**src/rtl/rcv_control.sv**
```systemverilog
// Receive-side sequencer for the USB NRZI decoder: bit timing, destuffing, SYNC check, byte output.
// Optional STUFF_CHECK_EN: a stuffed-bit slot carrying a 1 is treated as a framing error.
module rcv_control #(
    parameter int         CLKS_PER_BIT = 8,
    parameter int         SAMPLE_PHASE = 3,
    parameter logic [7:0] SYNC_BYTE    = 8'h80
) (
    input  logic       clk,
    input  logic       rst,
    input  logic       d_edge,
    input  logic       eop,
    input  logic       d_orig,
    output logic       shift_enable,
    output logic [7:0] rcv_data,
    output logic       w_enable,
    output logic       rcving,
    output logic       r_error
);
    localparam int            CW         = $clog2(CLKS_PER_BIT);
    localparam logic [CW-1:0] CNT_MAX    = CW'(CLKS_PER_BIT - 1);
    localparam logic [CW-1:0] CNT_SAMPLE = CW'(SAMPLE_PHASE);

    typedef enum logic [2:0] {
        IDLE       = 3'd0,
        SYNC       = 3'd1,
        CHECK_SYNC = 3'd2,
        RECEIVE    = 3'd3,
        STORE      = 3'd4,
        ERR_WAIT   = 3'd5,
        EOP_WAIT   = 3'd6
    } state_t;

    state_t        state;
    logic [CW-1:0] cnt;
    logic [3:0]    bitcnt;
    logic [2:0]    ones;
    logic [7:0]    shreg;
    logic [7:0]    shifted;
    logic          stuff_bad;

    assign shift_enable = (state != IDLE) && (cnt == CNT_SAMPLE);
    assign shifted      = {d_orig, shreg[7:1]};

`ifdef STUFF_CHECK_EN
    assign stuff_bad = d_orig;
`else
    assign stuff_bad = 1'b0;
`endif

    // Bit timer: free-running per bit, resynchronised by every line transition
    always_ff @(posedge clk) begin
        if (rst) begin
            cnt <= '0;
        end else if ((state == IDLE) || d_edge) begin
            cnt <= '0;
        end else if (cnt == CNT_MAX) begin
            cnt <= '0;
        end else begin
            cnt <= cnt + CW'(1);
        end
    end

    // Packet sequencer; rcv_data is loaded together with w_enable so the FIFO sees both at once
    always_ff @(posedge clk) begin
        if (rst) begin
            state    <= IDLE;
            bitcnt   <= 4'd0;
            ones     <= 3'd0;
            shreg    <= 8'h00;
            rcv_data <= 8'h00;
            w_enable <= 1'b0;
            rcving   <= 1'b0;
            r_error  <= 1'b0;
        end else begin
            w_enable <= 1'b0;
            case (state)
                IDLE: begin
                    if (d_edge) begin
                        state   <= SYNC;
                        rcving  <= 1'b1;
                        r_error <= 1'b0;
                        bitcnt  <= 4'd0;
                        ones    <= 3'd0;
                    end
                end
                SYNC, RECEIVE: begin
                    if (shift_enable) begin
                        if (eop) begin
                            // eop outranks both a stuffed slot and an 8th-bit acceptance
                            if ((state == RECEIVE) && (bitcnt == 4'd0)) begin
                                state <= EOP_WAIT;
                            end else begin
                                state   <= ERR_WAIT;
                                r_error <= 1'b1;
                            end
                        end else if (ones == 3'd6) begin
                            ones <= 3'd0;
                            if (stuff_bad) begin
                                state   <= ERR_WAIT;
                                r_error <= 1'b1;
                            end
                        end else begin
                            shreg  <= shifted;
                            bitcnt <= (bitcnt >= 4'd8) ? 4'd8 : bitcnt + 4'd1;
                            ones   <= d_orig ? ones + 3'd1 : 3'd0;
                            if (bitcnt == 4'd7) begin
                                if (state == SYNC) begin
                                    state <= CHECK_SYNC;
                                end else begin
                                    state    <= STORE;
                                    rcv_data <= shifted;
                                    w_enable <= 1'b1;
                                end
                            end
                        end
                    end
                end
                CHECK_SYNC: begin
                    if (shreg == SYNC_BYTE) begin
                        state  <= RECEIVE;
                        bitcnt <= 4'd0;
                    end else begin
                        state   <= ERR_WAIT;
                        r_error <= 1'b1;
                    end
                end
                STORE: begin
                    bitcnt <= 4'd0;
                    state  <= RECEIVE;
                end
                ERR_WAIT: begin
                    if (shift_enable && eop) begin
                        state <= EOP_WAIT;
                    end
                end
                EOP_WAIT: begin
                    if (d_edge) begin
                        state  <= IDLE;
                        rcving <= 1'b0;
                    end
                end
                default: begin
                    state  <= IDLE;
                    rcving <= 1'b0;
                end
            endcase
        end
    end
endmodule

```
**config.mk**
```make
export PLATFORM = sky130hd
export DESIGN_NAME = rcv_control
export DESIGN_NICKNAME = d
export VERILOG_FILES = /design/src/rtl/rcv_control.sv
export SDC_FILE = /design/constraint.sdc
export NUM_CORES = 1
export LEC_CHECK = 0
export ABC_AREA = 1
export BUFFER_PORTS_ARGS = -buffer_cell sky130_fd_sc_hd__buf_2
export CAP_MARGIN = 20
export CORE_AREA = 3 3 59 61
export CTS_BUF_LIST = sky130_fd_sc_hd__clkbuf_8
export DETAILED_ROUTE_END_ITERATION = 12
export DIE_AREA = 0 0 62 64
export MAX_ROUTING_LAYER = met4
export PLACE_DENSITY = 0.8
export SYNTH_ARGS = -nofsm -noshare
export SYNTH_HDL_FRONTEND = slang
export SYNTH_SLANG_ARGS = --single-unit
```
**constraint.sdc**
```tcl
create_clock -name clk -period 1.45 [get_ports clk]
set_input_delay 0 -clock clk [delete_from_list [all_inputs] [get_ports clk]]
set_output_delay 0 -clock clk [all_outputs]
set_load 0.01 [all_outputs]
```
==> impl_results.md <==
- Hold EP: rcving
- Setup Skew: 0.005376 ns
- Post-route setup slack: 0.03760 ns
- Input/output buffers: 16
- XOR/XNOR Fraction of Synth Area: 0%
- Die Ht: 64 µm
- # setup viols final: 0
- CP required: 1.64 ns
- Tot Pwr: 0.003022 W
- Number of flops mapped to enable cells by yosys: 0
- Critical Path Source Type: flop
- P_leak: 0.9408 nW
- Synth Area in Simple Gates: 33.38%
- Synth area leader: dfxtp_1
- Syn avg cell area: 6.951 µm²
- Wirelength per Cell: 11.07 µm
- Status: completed
- Antenna Nets Post-Route: 0
- NetSw: 0.001123 W
- Clk root buf: clkbuf_8
- Yosys reg bits: 32
- Synthesis-to-finish area growth: 26.54%
- Power Density: 1468 nW/µm²
- Critical path class: reg -> reg
- Min-Delay Path Class: in -> reg
- CP arrival: 1.60 ns
- IO Pins: 17
- DIE WIDTH: 62 µm
- Largest family of logic cells by synthesized area: simple AND/OR/NAND/NOR gates
- Main flop type after synthesis: dfxtp_1
- Max Cap Viol: 0
- Final net count: 278
- Slew @ Worst Pin: 0.4485 ns
- CP endpoint kind: flop
- Die area: 3968 µm²
- H-tree depth: 2
- Fin crit period: 1.412 ns
- Initial Utilization: 53.72%
- R2r startpoint: cnt[0]
- DP Wirelength: 2.470 mm
- Core Area: 3028 µm²
- Complex-gate fraction of the synthesized area: 11.85%
- # diodes: 0
- Aggregate global routing overflow: 0
- Clock sinks: 32
- First-pass DRT Iterations: 5
- Cell count after synthesis: 234
- DRC viols: 0
- R2r worst-path depth: 7
- Dpl ws: -0.05112 ns
- Core Util, Final: 67.98%
- Vias post-DR: 1555
- Num rows: 20
- Largest net degree at the start of global routing: 19
- CTS Buf Count: 5
- Final Hold Viols: 0
- Vias in the first global route: 1406
- Top-count cell post-synth: nand2_1
- RD Place Congestion: 0.9050
- Net Sw Frac: 37.15%
- Clk_lat worst skew: 0.29 ns
- Global-route usage over all layers: 19.74%
- Post-DR vias/cell: 5.000
- Hold Path Origin: d_edge
- Synth Net Count: 246
- WL final: 3.443 mm
- Post-Synth Adder-Cell Area: 5.385%
- Clock network power share: 28.5%
- Initial antenna violation count: 0
- Post-synth ARST share: 0%
- Critical R2R Capture: rcv_data[7]
- Ordered list of cells on the worst path: ha_4 -> ha_4 -> nand2_4 -> nor3_4 -> nand2_2 -> o21ai_1 -> nor2_1
- CTS tree: yes
- Max-slew violation count: 0
- Slowest stage delay, CP: 0.35 ns
- Synth cell count leaders: nand2_1, nor2_1, dfxtp_1
- CP Max Fanout: 5
- DR iter-0 viols: 46
- Slowest-stage cell, CP: dfxtp_2
- Most frequent cell on the critical path: ha_4
- Distinct cells, synth: 24
- Synth Cell Area: 1627 µm²
- Fmax: 708.0 MHz
- Internal: 0.001899 W
- Sequential-to-total area share from yosys stat: 39.38%
- Max-Slew Margin vs Limit: 70.07%
- RSZ-0062 raised after global routing: true
- Share of cells above drive strength 1: 28.46%
- Synth top area share: 39.38%
- Post-synthesis mux area share: 0%
- Period utilization: 97.41%
- Deepest clock path buffer count: 2
- Comb power frac: 35.7%
- Sequential share of power: 35.8%
- Global-route wire length before repair: 5.651 mm
- Peak supply drop: 1.186 mV
- Min-Delay Path Depth: 3
- Syn. warnings: 0
- Area contributors post-synth: dfxtp_1, nand2_1, nor2_1
- Worst R2R Setup Slack: 0.04 ns
- CTS clk-pin slew, worst paths: 0.07 ns
[timing repair]
item                                   in CTS  in global routing
buffers inserted                            0                  2
gates cloned                                0                  1
resized for setup                           8                 35
setup endpoints to repair                  21                 26
pin swaps                                   0                  9
endpoints found under the hold margin       5                  1
hold buffers                                1                  1
[power groups by stage]
stage / Sequential, W / Clock, W / Combinational [W]
2_1_floorplan: 0.00105 / 0 / 0.000718
3_3_place_gp: 0.00107 / 0 / 0.000930
3_5_place_dp: 0.00107 / 0 / 0.000946
4_1_cts: 0.00106 / 0.000870 / 0.00100
5_1_grt: 0.00109 / 0.000914 / 0.00118
6_report: 0.00108 / 0.000861 / 0.00108
[registers in the layout, indices dropped and copies added (netlist names)]
signal	count
rcv_data	8
shreg	8
bitcnt	4
cnt	3
ones	3
state	3
r_error	1
rcving	1
w_enable	1
[how the worst max path moves through the flow]
stage | from | end | slack, ns | cells after the start
CTS | ones[0] | rcv_data[1] | -0.04 | 8
global placement | state[0] | shreg[6] | -0.006 | 7
floorplan | ones[0] | rcv_data[7] | 0.002 | 8
finish | cnt[0] | rcv_data[7] | 0.04 | 7
detailed placement | state[0] | rcv_data[1] | -0.05 | 7
global route | cnt[0] | rcv_data[6] | -0.02 | 7
[layer usage]
metal  GRT usage (%)  vias to the layer above  wire length [µm]
li1                -                      803                 -
met1           22.91                      702              1534
met4           9.549                        0                92
met3           6.061                       12               206
met2           30.18                       38              1609
met5               -                        -                 0
[kinds of logic after synthesis]
| group | Yosys count |
|---|---|
| simple gates | 120 |
| fa+ha+maj | 7 |
| buf+inv | 37 |
| compound gates | 38 |
| flops | 32 |
[through the flow]
step	instance area, µm²	cells	hold slack, ns	TNS (ns)
6_report	2058	311	0.04677	0
5_1_grt	2058	311	0.06893	-0.03934
4_1_cts	1943	307	0.007441	-0.1769
3_5_place_dp	1794	298	0.2991	-0.3834
3_3_place_gp	1794	298	0.2820	-0.005631
2_1_floorplan	1627	234	0.1639	0
[final cells by class]
type	instances	area, µm²
Fill cell	246	969.7
Multi-Input combinational cell	166	922.1
Sequential cell	32	655.6
Timing Repair Buffer	29	186.4
Inverter	32	127.6
Clock buffer	5	68.82
Tap cell	44	55.05
Clock inverter	3	42.54
[layout by cell type (no fill, tap or decap), types with 4 or more instances in the layout]
| cell | n |
|---|---|
| nand3_1 | 10 |
| nand2_2 | 10 |
| o21ai_0 | 9 |
| dfxtp_2 | 6 |
| buf_4 | 10 |
| nor2_1 | 39 |
| clkbuf_8 | 5 |
| dfxtp_1 | 24 |
| o21ai_1 | 7 |
| nor2_4 | 4 |
| inv_1 | 27 |
| a21oi_1 | 17 |
| nand2_1 | 45 |
| buf_2 | 16 |
[critical path: cells and delay by family, from the launching register on]
family                   cells  cell delay, ns
AO/OA/AOI/OAI                1            0.16
adder cells (fa/ha/maj)      2            0.28
flip-flops                   1            0.35
AND/OR/NAND/NOR              4            0.52
(Power assumes the default switching activity.)
